[src/rtl/uart_tx_fifo_pkg.sv]
// Shared definitions for the UART transmit buffer: byte width, default
// post-reset hold-off and the launch sequencer state encoding.
package uart_tx_fifo_pkg;

    localparam int BYTE_W               = 8;
    localparam int DEFAULT_GUARD_CYCLES = 12500;

    typedef enum logic [1:0] {
        ST_GUARD = 2'd0,
        ST_IDLE  = 2'd1,
        ST_WAIT  = 2'd2
    } tx_state_e;

endpackage

[src/rtl/uart_tx_fifo_sync_fifo.sv]
// Single-clock FIFO with registered occupancy, full and empty flags.
// The write side sees the full flag from before any same-cycle pop, so a
// write while full is refused even if a pop frees a slot on the same edge.
module uart_tx_fifo_sync_fifo
    import uart_tx_fifo_pkg::*;
#(
    parameter  int DEPTH = 16,
    parameter  int WIDTH = BYTE_W,
    localparam int AW    = $clog2(DEPTH)
) (
    input  logic             clk,
    input  logic             rst_n,
    input  logic [WIDTH-1:0] wr_data,
    input  logic             wr_en,
    input  logic             rd_en,
    output logic [WIDTH-1:0] rd_data,
    output logic             full,
    output logic             empty,
    output logic [AW:0]      count
);

    localparam int CW = AW + 1;

    logic [WIDTH-1:0] mem [DEPTH];
    logic [AW-1:0]    wr_ptr_q, wr_ptr_d;
    logic [AW-1:0]    rd_ptr_q, rd_ptr_d;
    logic [CW-1:0]    count_q, count_d;
    logic             full_q, full_d;
    logic             empty_q, empty_d;
    logic             push;
    logic             pop;

    assign push = wr_en && !full_q;
    assign pop  = rd_en && !empty_q;

    // Next pointers, occupancy and flags for the state after this edge.
    always_comb begin
        // NOTE: every signal gets a default first so no path leaves it unassigned (no latch).
        wr_ptr_d = wr_ptr_q;
        rd_ptr_d = rd_ptr_q;
        count_d  = count_q;
        if (push) begin
            wr_ptr_d = wr_ptr_q + AW'(1);
        end
        if (pop) begin
            rd_ptr_d = rd_ptr_q + AW'(1);
        end
        unique case ({push, pop})
            2'b10:   count_d = count_q + CW'(1);
            2'b01:   count_d = count_q - CW'(1);
            default: count_d = count_q;
        endcase
        full_d  = (count_d == CW'(DEPTH));
        empty_d = (count_d == '0);
    end

    // Pointer, occupancy and flag registers.
    always_ff @(posedge clk or negedge rst_n) begin
        // NOTE: non-blocking assignments so every flop samples pre-edge values.
        if (!rst_n) begin
            wr_ptr_q <= '0;
            rd_ptr_q <= '0;
            count_q  <= '0;
            full_q   <= 1'b0;
            empty_q  <= 1'b1;
        end else begin
            wr_ptr_q <= wr_ptr_d;
            rd_ptr_q <= rd_ptr_d;
            count_q  <= count_d;
            full_q   <= full_d;
            empty_q  <= empty_d;
        end
    end

    // Storage write port.
    always_ff @(posedge clk) begin
        // NOTE: storage is deliberately not reset; pointers and count define validity.
        if (push) begin
            mem[wr_ptr_q] <= wr_data;
        end
    end

    assign rd_data = mem[rd_ptr_q];
    assign full    = full_q;
    assign empty   = empty_q;
    assign count   = count_q;

endmodule

[src/rtl/uart_tx_fifo.sv]
// Byte buffer and launch sequencer in front of the 8N1 transmitter.
// After reset it holds off for GUARD_CYCLES so an in-flight frame in the
// (unreset) transmitter can finish, then launches one byte per txdone.
module uart_tx_fifo
    import uart_tx_fifo_pkg::*;
#(
    parameter  int DEPTH        = 16,
    parameter  int GUARD_CYCLES = DEFAULT_GUARD_CYCLES,
    localparam int AW           = $clog2(DEPTH)
) (
    input  logic        clk,
    input  logic        rst_n,
    input  logic [7:0]  wr_data,
    input  logic        wr_en,
    output logic        full,
    output logic        empty,
    output logic [AW:0] count,
    output logic        overflow,
    input  logic        clear_ovf,
    output logic [7:0]  txbyte,
    output logic        senddata,
    input  logic        txdone,
    output logic        busy
);

    localparam int GCW = $clog2(GUARD_CYCLES + 1);

    tx_state_e        state_q, state_d;
    logic [GCW-1:0]   guard_cnt_q, guard_cnt_d;
    logic [BYTE_W-1:0] txbyte_q, txbyte_d;
    logic             senddata_q, senddata_d;
    logic             overflow_q, overflow_d;
    logic             pop;
    logic [BYTE_W-1:0] fifo_rd_data;
    logic             fifo_full;
    logic             fifo_empty;

    uart_tx_fifo_sync_fifo #(
        .DEPTH (DEPTH),
        .WIDTH (BYTE_W)
    ) u_fifo (
        .clk     (clk),
        .rst_n   (rst_n),
        .wr_data (wr_data),
        .wr_en   (wr_en),
        .rd_en   (pop),
        .rd_data (fifo_rd_data),
        .full    (fifo_full),
        .empty   (fifo_empty),
        .count   (count)
    );

    // Launch sequencer: hold-off, launch head byte when idle, wait for txdone.
    always_comb begin
        state_d     = state_q;
        guard_cnt_d = guard_cnt_q;
        txbyte_d    = txbyte_q;
        senddata_d  = 1'b0;
        pop         = 1'b0;
        unique case (state_q)
            ST_GUARD: begin
                if (guard_cnt_q == GCW'(GUARD_CYCLES - 1)) begin
                    state_d = ST_IDLE;
                end else begin
                    guard_cnt_d = guard_cnt_q + GCW'(1);
                end
            end
            ST_IDLE: begin
                if (!fifo_empty) begin
                    txbyte_d   = fifo_rd_data;
                    senddata_d = 1'b1;
                    pop        = 1'b1;
                    state_d    = ST_WAIT;
                end
            end
            ST_WAIT: begin
                if (txdone) begin
                    state_d = ST_IDLE;
                end
            end
            default: state_d = ST_GUARD;
        endcase
    end

    // Sticky drop flag; a drop on the same edge as a clear wins.
    always_comb begin
        overflow_d = overflow_q;
        if (wr_en && fifo_full) begin
            overflow_d = 1'b1;
        end else if (clear_ovf) begin
            overflow_d = 1'b0;
        end
    end

    // Sequencer, launch outputs and overflow registers.
    always_ff @(posedge clk or negedge rst_n) begin
        if (!rst_n) begin
            state_q     <= ST_GUARD;
            guard_cnt_q <= '0;
            txbyte_q    <= '0;
            senddata_q  <= 1'b0;
            overflow_q  <= 1'b0;
        end else begin
            state_q     <= state_d;
            guard_cnt_q <= guard_cnt_d;
            txbyte_q    <= txbyte_d;
            senddata_q  <= senddata_d;
            overflow_q  <= overflow_d;
        end
    end

    assign full     = fifo_full;
    assign empty    = fifo_empty;
    assign overflow = overflow_q;
    assign txbyte   = txbyte_q;
    assign senddata = senddata_q;
    assign busy     = (state_q != ST_IDLE) || !fifo_empty;

endmodule

[config.mk]
export PLATFORM = sky130hd
export DESIGN_NAME = uart_tx_fifo
export DESIGN_NICKNAME = d
export VERILOG_FILES = /design/src/rtl/uart_tx_fifo_pkg.sv /design/src/rtl/uart_tx_fifo_sync_fifo.sv /design/src/rtl/uart_tx_fifo.sv
export SDC_FILE = /design/constraint.sdc
export NUM_CORES = 1
export LEC_CHECK = 0
export ABC_CLOCK_PERIOD_IN_PS = 3100
export BUFFER_PORTS_ARGS = -buffer_cell sky130_fd_sc_hd__buf_2
export CORE_MARGIN = 5
export CORE_UTILIZATION = 35
export DETAILED_ROUTE_END_ITERATION = 6
export GPL_TIMING_DRIVEN = 0
export RECOVER_POWER = 100
export SETUP_SLACK_MARGIN = 0.5
export SLEW_MARGIN = 20
export SYNTH_ARGS = -nofsm -noshare
export SYNTH_HDL_FRONTEND = slang
export SYNTH_SLANG_ARGS = --single-unit
[constraint.sdc]
create_clock -name clk -period 3.1 [get_ports clk]
set_input_delay 0.31 -clock clk [delete_from_list [all_inputs] [get_ports clk]]
set_output_delay 0.31 -clock clk [all_outputs]
set_load 0.005 [all_outputs]
# Yosys cells after proc, flatten, opt, wreduce, memory -nomap -nowiden
# Memory sizes are Yosys's and may differ from the RTL's. A register that Yosys moved wholly into a read port is not among the register bits.
# Index checks and enable logic that the tools add are counted.
# W data, S select, Z words.
[word_totals]
regBits = 33
ramBits = 128
in_bits = 13
out_inout_bits = 18
elab_cells = 51
mem_count = 1
[classes]
add_sub_neg = 5
eq_ne = 10
n_mux = 11
n_bitwise = 2
reduce_logical = 13
[mem_list]
columns = ["memory", "words", "width", "rd", "rd_clocked_by_memory_dff", "write_ports", "line_no", "source"]
rows = [
  ["u_fifo.mem", 16, 8, 1, 1, 1, "uart_tx_fifo_sync_fifo.sv:24", "logic [WIDTH-1:0] mem [DEPTH];"],
]
[ops]
columns = ["op", "count"]
rows = [
  ["$add A14 B1 Y14 const B", 1],
  ["$eq A14 B14 Y1 const B", 1],
  ["$pmux W5 S2", 1],
  ["$add A4 B1 Y4 const B", 2],
  ["$mux W1", 6],
  ["$mux W2", 3],
  ["$ne A2 B2 Y1 const B", 3],
  ["$pmux W2 S3", 1],
  ["$add A5 B1 Y5 const B", 1],
  ["$eq A5 B5 Y1 const B", 1],
  ["$logic_not A5 Y1", 1],
  ["$sub A5 B1 Y5 const B", 1],
  ["$eq A2 B1 Y1 const B", 2],
  ["$eq A2 B2 Y1 const B", 2],
  ["$reduce_and A2 Y1", 2],
  ["$logic_and A1 B1 Y1", 3],
  ["$logic_not A1 Y1", 3],
  ["$reduce_and A3 Y1", 1],
  ["$logic_not A2 Y1", 1],
  ["$ne A2 B1 Y1 const B", 1],
  ["$not A1 Y1", 2],
  ["$reduce_bool A2 Y1", 1],
  ["$logic_or A1 B1 Y1", 1],
]

# Longest topological paths before layout
# Gate-level depths: netlist of the first run.
[logic_depth]
depth_word = 6
ltp_mapped = 11
mapped_depth_nobuf = 10

# Modules after synthesis
# From an unflattened synthesis of the first run, not the netlist that was laid out.
[hier_totals]
cells_unflattened = 369
area_unflattened_um2 = 6894.1
[by_module_without_submodules]
columns = ["mod", "n_inst", "cells_per_inst", "area_each_um2", "seq_area_each_um2"]
rows = [
  ["uart_tx_fifo_sync_fifo", 1, 280, 5780.5, 4220.3],
  ["uart_tx_fifo", 1, 89, 1113.6, 650.6],
]

# Least setup slack after synthesis of the first run
# Ideal clock, no wire load.
[synth_timing]
path_kind = "reg2reg"
startpoint = "register state_q[1]"
endpoint = "register u_fifo.full_q (netlist: u_fifo.full)"
setup_time_ns = 0.088
t_arrival_ns = 2.226
t_required_ns = 3.012
slack_ns = 0.786
path_stages_with_launch = 11
path_buffers = 0
synth_period_minus_slack_ns = 2.314
path_cell_list = "dfrtp_1 -> or3b_4 -> clkinv_4 -> nand2_4 -> xnor2_1 -> ha_1 -> nor3b_1 -> a31o_2 -> a22oi_1 -> xnor2_1 -> nor3b_1"
[synth_between]
elab_chain_len = 6
word_cells_on_any_way = 7
classes_between = "4 x eq/ne; 2 x mux; 1 x reduce/logical"
[synth_lines]
columns = ["item", "line_no", "source"]
rows = [
  ["start: declaration", "uart_tx_fifo.sv:28", "tx_state_e state_q, state_d;"],
  ["start signal: assignment", "uart_tx_fifo.sv:104", "state_q <= state_d;"],
  ["$eq A2 B1 Y1 (*)", "uart_tx_fifo.sv:60", "unique case (state_q)"],
  ["$mux W1 (*)", "uart_tx_fifo.sv:60", ""],
  ["via pop", "uart_tx_fifo.sv:33", "logic pop;"],
  ["$logic_and A1 B1 Y1 (*)", "uart_tx_fifo_sync_fifo.sv:34", "assign pop = rd_en && !empty_q;"],
  ["$eq A2 B1 Y1 or $eq A2 B2 Y1 (tied branches)", "uart_tx_fifo_sync_fifo.sv:48", "unique case ({push, pop})"],
  ["$pmux W5 S2 (*)", "uart_tx_fifo_sync_fifo.sv:48", ""],
  ["via u_fifo.count_d[4]", "uart_tx_fifo_sync_fifo.sv:27", "logic [CW-1:0] count_q, count_d;"],
  ["$eq A5 B5 Y1 (*)", "uart_tx_fifo_sync_fifo.sv:53", "full_d = (count_d == CW'(DEPTH));"],
  ["via u_fifo.full_d", "uart_tx_fifo_sync_fifo.sv:28", "logic full_q, full_d;"],
  ["end signal: assignment", "uart_tx_fifo_sync_fifo.sv:70", "full_q <= full_d;"],
  ["end: declaration", "uart_tx_fifo_sync_fifo.sv:28", ""],
]
# The timed path passes the listed nets; every way through them passes the cells marked *.
# A chain may end at the register's enable or synchronous reset.

# Final worst setup path of the first run
[layout_timing]
startpoint = "register u_fifo.full_q (netlist: u_fifo.full)"
endpoint = "register u_fifo.full_q (netlist: u_fifo.full)"
[layout_between]
elab_chain_len = 5
word_cells_on_any_way = 6
classes_between = "3 x eq/ne; 1 x mux; 2 x reduce/logical"
[layout_lines]
columns = ["item", "line_no", "source"]
rows = [
  ["$logic_not A1 Y1 (*)", "uart_tx_fifo_sync_fifo.sv:33", "assign push = wr_en && !full_q;"],
  ["$logic_and A1 B1 Y1 (*)", "uart_tx_fifo_sync_fifo.sv:33", ""],
  ["$eq A2 B1 Y1 or $eq A2 B2 Y1 (tied branches)", "uart_tx_fifo_sync_fifo.sv:48", ""],
  ["$pmux W5 S2 (*)", "uart_tx_fifo_sync_fifo.sv:48", ""],
  ["via u_fifo.count_d[4]", "uart_tx_fifo_sync_fifo.sv:27", ""],
  ["$eq A5 B5 Y1 (*)", "uart_tx_fifo_sync_fifo.sv:53", ""],
  ["via u_fifo.full_d", "uart_tx_fifo_sync_fifo.sv:28", ""],
]
# Marks and branches as above.

==> results of run 1 <==
-- metrics by stage --
| stage | total power, W | hold WS (ns) | setup WS [ns] | cell area (um^2) |
|---|---|---|---|---|
| 2_1_floorplan | 0.00322 | 0.0144 | 0.786 | 6890 |
| 3_3_place_gp | 0.00345 | 0.467 | 0.390 | 7370 |
| 3_5_place_dp | 0.00348 | 0.459 | 0.412 | 7370 |
| 4_1_cts | 0.00551 | 0.0473 | 0.545 | 7940 |
| 5_1_grt | 0.00568 | 0.0872 | 0.292 | 7930 |
| 6_report | 0.00545 | 0.0693 | 0.471 | 7930 |
-- kinds of logic after synthesis --
group / after synthesis / share of synthesized area, %
flip-flops: 169 / 70.7
AND/OR/NAND/NOR: 81 / 6.75
multiplexers: 50 / 13.3
buffers and inverters: 27 / 1.71
XOR/XNOR: 26 / 3.50
AO/OA/AOI/OAI: 21 / 2.67
adder cells (fa/ha/maj): 8 / 1.45
-- repair_timing --
item,CTS,global route
setup endpoints to repair,2,3
cloned,0,0
endpoints found under the hold margin,0,0
resized for setup,1,10
-- synth_stat cells (3+ instances only) --
cell / n
a221o_1: 8
mux4_2: 32
nor3b_1: 3
xor2_1: 3
clkbuf_1: 11
and2_1: 17
dfrtp_1: 40
ha_1: 8
edfxtp_1: 128
and3_1: 3
a21oi_1: 4
nand2_1: 15
inv_1: 8
nand4_1: 8
mux2i_1: 8
xnor2_1: 22
nor2_1: 10
nor3_1: 11
mux2_2: 10
buf_2: 3
-- worst max-delay path by stage --
stage / from / end / slack, ns / cells past startpoint
floorplan: state_q[1] / u_fifo.full / 0.79 / 10
global placement: state_q[0] / u_fifo.full / 0.39 / 9
detailed placement: state_q[0] / u_fifo.full / 0.41 / 9
CTS: state_q[1] / u_fifo.full / 0.55 / 9
global route: u_fifo.full / u_fifo.full / 0.29 / 11
finish: u_fifo.full / u_fifo.full / 0.47 / 11
-- placed cells by master (no fill, tap or decap), drive strengths merged, types with 3 or more instances in the layout --
cell      instances
and2             17
inv               8
mux2             10
nand2            16
nand4             8
a21oi             4
nor3b             3
clkinvlp          3
mux2i             8
buf              14
mux4             32
clkinv            9
nor2             10
nor3             11
dfrtp            40
a221o             8
and3              3
xor2              3
clkbuf           53
edfxtp          128
ha                8
xnor2            22
-- metal layers --
metal	vias to the layer above	global-route usage, %	part of all wire, %	wire [um]
met5	-	0	0	0
met4	0	3.43	0.65	88
met3	9	3.70	5.3	727
met2	64	21.4	51	6960
met1	1778	17.1	43	5840
li1	1596	-	-	-
-- worst max-delay path, delay by kind of cell, from the launching register on --
kind / cells / cell delay [ns]
XOR/XNOR: 2 / 0.26
flip-flops: 1 / 0.39
buffers and inverters: 2 / 0.54
adder cells (fa/ha/maj): 1 / 0.24
AND/OR/NAND/NOR: 4 / 0.66
AO/OA/AOI/OAI: 2 / 0.45
-- area by class of cell --
type | instances | area (um^2) | share of cell area, %
repair buffers | 30 | 123 | 1.55
multi-input cells | 186 | 1920 | 24.3
clock buffers | 19 | 433 | 5.46
plain buffers | 18 | 80.1 | 1.01
well taps | 265 | 332 | 4.18
clock inverters | 13 | 130 | 1.64
flip-flops and latches | 169 | 4870 | 61.4
inverters | 9 | 38.8 | 0.489
-- sequential cells by signal, indices dropped and copies added, names as in the netlist --
signal / flops
guard_cnt_q: 14
u_fifo.mem: 128
u_fifo.count: 5
senddata: 1
u_fifo.rd_ptr_q: 4
txbyte: 8
u_fifo.full: 1
u_fifo.wr_ptr_q: 4
u_fifo.empty: 1
state_q: 2
overflow: 1
-- power breakdown --
part | total [W] | internal (W) | switching [W] | leakage [nW]
combinational | 0.000624 | 0.000249 | 0.000376 | 0.709
sequential | 0.00280 | 0.00269 | 0.000115 | 1.70
clock | 0.00202 | 0.00118 | 0.000846 | 0.265
total | 0.00545 | 0.00411 | 0.00134 | 2.67
==> flow_metrics.py, run 1 <==
metrics = {
    "yosys": {
        "synth_area_mm2": 0.00689,
        "ys_ff_latch": 169,
        "yosysWarnings": 0,
        "yosysTopAreaCellShare_pct": 55.8,
        "synth_fp_nets": 403,
        "netlist_top_cells_area": "edfxtp_1 (56%), dfrtp_1 (15%), mux4_2 (10%)",
        "synth_area_per_cell_um2": 18.0,
        "syn_inst": 382,
        "synth-edff-count": 128,
        "yosys.cell_types.count": 44,
        "synth_ff_type": "edfxtp_1",
        "seq_area_frac_synth_pct": 70.7,
        "synthArstFlopShare_pct": 24.3,
        "synth.largest_area_cell": "edfxtp_1",
    },
    "clocking": {
        "ctsHoldBuffers": 0,
        "cts-root-buf": "clkbuf_16",
        "path_clk_slew_ns": 0.06,
        "cts_buffer_depth": 2,
        "numCtsBuffers": 17,
        "post_cts_buffers": 0,
        "insertion_delay_ns": 0.42,
        "htree_levels": 4,
        "cts.sinks": 169,
        "cts_tree": "built",
    },
    "worst_setup_path": {
        "required_ns": 3.44,
        "max_stage_delay_ns": 0.39,
        "r2r_setup_slack_ns": 0.47,
        "worstPathArrival_ns": 2.97,
        "crit_type": "reg2reg",
        "slowest_stage": "dfrtp_1",
        "crit_path_end_kind": "register",
        "path_cells": "nor2b_1 > clkbuf_1 > inv_1 > nand2_4 > xnor2_1 > ha_1 > nor3b_2 > a31o_2 > a22oi_1 > xnor2_1 > nor3b_1",
        "critical_path.most_common_cell": "xnor2_1",
        "timing.rr.start": "u_fifo.full",
        "start_kind": "register",
        "cp_max_fo": 9,
        "r2r_cells": 11,
        "r2r-end": "u_fifo.full",
    },
    "job": {
        "maxCapViolCount": 1,
    },
    "global_route": {
        "grt_max_degree": 42,
        "grt-ovfl-total": 0,
        "antenna_found_initial": 0,
        "grt_usage_pct": 13.0,
        "grt_pass1_wl_um": 21400,
        "first_global_vias": 3683,
    },
    "route": {
        "drtIter0Drc": 218,
        "ant_nets": 0,
        "vias": 3447,
        "routedWlPerCell_um": 19.2,
        "vias_per_cell": 4.86,
        "route.detailed.drc": 0,
        "routed_wl_um": 13600,
        "drtPass1Iterations": 4,
    },
    "sta": {
        "tns_ns": 0,
        "fin_crit_sh_pct": 84.8,
        "tightest_slew_ns": 2.26,
        "max-slew-margin-rel_pct": -50.6,
        "clock.fmax_mhz": 380,
        "finalClockSkew_ns": 0.00765,
        "hold_viol": 0,
        "finalMaxSlewViolations": 42,
        "rsz0062_at_grt": "false",
        "setup_viol": 0,
        "period_minus_slack_ns": 2.63,
    },
    "floorplanning": {
        "die-area_mm2": 0.0226,
        "die_x_um": 150,
        "rows": 51,
        "core-area_mm2": 0.0194,
        "die_y_um": 150,
        "ios": 31,
        "start_util_pct": 35.5,
    },
    "final_layout": {
        "area_delta_synth_final_pct": 15.0,
        "fillCellCount": 1781,
        "n_antenna_cell": 0,
        "nNetsFinal": 452,
        "drive_gt1_share_pct": 20.5,
        "final_util_pct": 40.9,
        "finalNonFillerCells": 709,
    },
    "placed_design": {
        "placedCellCount": 677,
        "hpwl_um": 8850,
        "io_buffers": 30,
        "gp_congestion": 0.757,
    },
    "status": {
        "violations": "capacitance limit, slew limit",
        "status": "finished, violations left",
    },
    "power": {
        "vdd_drop_max_uv": 412,
        "power_density_mw_per_mm2": 687,
        "p_leak_nw": 2.67,
    },
    "min_path": {
        "worstHoldStart": "clear_ovf",
        "hold_depth": 2,
        "hold_end": "overflow",
        "hp-class": "in2reg",
    },
}
No activity file was read; power rests on OpenSTA's default activity.
==> inputs of run 2 (changes only) <==
- ABC_CLOCK_PERIOD_IN_PS: 3100 -> 2100
- clock period: 3.1 -> 2.1 ns (I/O delays scaled with it)
==> flow_metrics.py, run 2 (same netlist as run 1, synthesis figures left out) <==
metrics = {
    "status": {
        "status": "finished, violations left",
        "violations": "setup timing",
    },
    "sta": {
        "tightest_slew_ns": 0.967,
        "finalMaxSlewViolations": 0,
        "max-slew-margin-rel_pct": 35.5,
        "fin_crit_sh_pct": 107,
        "clock.fmax_mhz": 444,
        "hold_viol": 0,
        "fin_ws_ns": -0.151,
        "rsz0062_at_grt": "true",
        "setup_viol": 2,
        "finalClockSkew_ns": 0.0102,
        "period_minus_slack_ns": 2.25,
    },
    "final_layout": {
        "drive_gt1_share_pct": 44.5,
        "regMostFlops": "u_fifo.mem",
        "design_area_mm2": 0.00881,
        "fillCellCount": 1719,
        "nNetsFinal": 491,
        "multi_input_area_mm2": 0.00227,
        "n_antenna_cell": 0,
        "final_cell_mix": "edfxtp_1 (128), dfrtp_1 (39), mux4_2 (32), buf_4 (26), buf_2 (22)",
        "layout_commonest_cell": "edfxtp_1",
        "largest_reg_flops": 128,
        "finalNonFillerCells": 748,
        "area_delta_synth_final_pct": 27.8,
        "seq_area_mm2": 0.00487,
    },
    "power": {
        "p_leak_nw": 3.14,
        "switching_share_pct": 26.9,
        "p_sw_w": 0.00225,
        "internal-power_w": 0.00610,
        "seqPwrFrac_pct": 50.1,
        "power_density_mw_per_mm2": 948,
        "vdd_drop_max_uv": 500,
        "p_comb_share_pct": 15.2,
        "clock_power_share_pct": 34.8,
    },
    "placed_design": {
        "io_buffers": 30,
        "place_area_mm2": 0.00752,
        "hpwl_um": 8610,
        "gp_congestion": 0.801,
        "placedCellCount": 677,
    },
    "route": {
        "drtIter0Drc": 219,
        "vias_per_cell": 4.90,
        "routed_wl_um": 14300,
        "routedWlPerCell_um": 19.1,
        "vias": 3663,
        "drtPass1Iterations": 4,
        "route.detailed.drc": 0,
        "ant_nets": 0,
    },
    "floorplanning": {
        "rows": 51,
        "die_x_um": 150,
        "die_y_um": 150,
        "start_util_pct": 35.5,
        "ios": 31,
        "die-area_mm2": 0.0226,
        "core-area_mm2": 0.0194,
    },
    "clocking": {
        "cts.sinks": 169,
        "cts_buffer_depth": 2,
        "path_clk_slew_ns": 0.07,
        "numCtsBuffers": 17,
        "htree_levels": 4,
        "cts-root-buf": "clkbuf_16",
        "insertion_delay_ns": 0.42,
        "cts_tree": "built",
    },
    "worst_setup_path": {
        "start_kind": "register",
        "crit_path_end_kind": "register",
        "crit_type": "reg2reg",
        "r2r_setup_slack_ns": -0.15,
        "required_ns": 2.44,
        "path_cells": "or3b_4 > clkinv_4 > nand2_8 > xnor2_4 > ha_4 > nor3b_4 > a31o_2 > a22oi_2 > xnor2_2 > nor3b_2",
        "worstPathArrival_ns": 2.59,
        "slowest_stage": "or3b_4",
        "max_stage_delay_ns": 0.41,
        "cp_max_fo": 4,
    },
    "global_route": {
        "grt-ovfl-total": 0,
        "first_global_vias": 3870,
        "grt_usage_pct": 13.1,
        "grt_max_degree": 42,
        "grt_pass1_wl_um": 21700,
        "antenna_found_initial": 0,
    },
    "min_path": {
        "hp-class": "in2reg",
    },
    "job": {
        "maxCapViolCount": 0,
    },
}
[run 2: cell count changes in the layout (fill, tap and decap cells not counted), sizes merged]
cell         before  now
bufinv            2    0
dlygate4sd3       0    2
clkbuf           53   35
buf              14   67
inv               8   13
clkinv            9    8
[run 2: routing by layer]
| metal | GRT usage [%] | wire length, um |
|---|---|---|
| met2 | 20.3 | 6980 |
| met4 | 3.89 | 76 |
| met3 | 3.31 | 702 |
| met1 | 18.3 | 6550 |
| met5 | 0 | 0 |
[run 2: layout make-up]
| class | instances | share of cell area (%) |
|---|---|---|
| buffer | 18 | 2.09 |
| clock inverter | 15 | 1.35 |
| sequential | 169 | 55.3 |
| timing repair buffer | 69 | 6.19 |
| inverter | 9 | 0.625 |
| multi-input combinational | 186 | 25.8 |
| clock buffer | 17 | 4.83 |
| tap | 265 | 3.77 |
[run 2: worst paths after layout]
kind	start	endpoint	cells after the start
max	state_q[1]	u_fifo.full	10
min	wr_en	overflow	3
max reg2reg	state_q[1]	u_fifo.full	10
min reg2reg	guard_cnt_q[13]	guard_cnt_q[13]	1
max in group asynchronous	rst_n	guard_cnt_q[9]	2
min in group asynchronous	rst_n	guard_cnt_q[13]	2
[run 2: timing repair]
action,CTS,global route
gates resized for setup,71,35
pin swaps,18,19
endpoints found under the hold margin,41,0
gates cloned,2,0
endpoints found under the setup margin,149,124
hold buffers,2,0
setup buffers,25,10
[run 2: metrics by stage]
stage | hold slack, ns | utilization, % | setup TNS, ns | setup WS (ns) | power (W)
after global routing | 0.0280 | 45.4 | -0.451 | -0.242 | 0.00869
after detailed placement | 0.419 | 38.7 | -1.06 | -0.309 | 0.00518
final | 0.0333 | 45.4 | -0.210 | -0.151 | 0.00835
after CTS | 0.00809 | 44.3 | -0.299 | -0.171 | 0.00827
after floorplan | -0.0856 | - | -0.0707 | -0.0692 | 0.00483
after global placement | 0.406 | 38.7 | -0.807 | -0.266 | 0.00515
[run 2: critical path, delay by kind of cell, from the launching register on]
family          cells  cell delay [ns]
compound gates      2             0.42
fa+ha+maj           1             0.20
xor+xnor            2             0.28
buf+inv             1             0.08
flops               1             0.38
simple gates        4             0.81
[run 2: power by group through the flow]
stage / clock, W / sequential [W] / combinational [W]
finish: 0.00290 / 0.00418 / 0.00127
floorplan: 0 / 0.00417 / 0.000660
detailed placement: 0 / 0.00421 / 0.000978
CTS: 0.00295 / 0.00416 / 0.00117
global placement: 0 / 0.00418 / 0.000962
global route: 0.00309 / 0.00422 / 0.00138
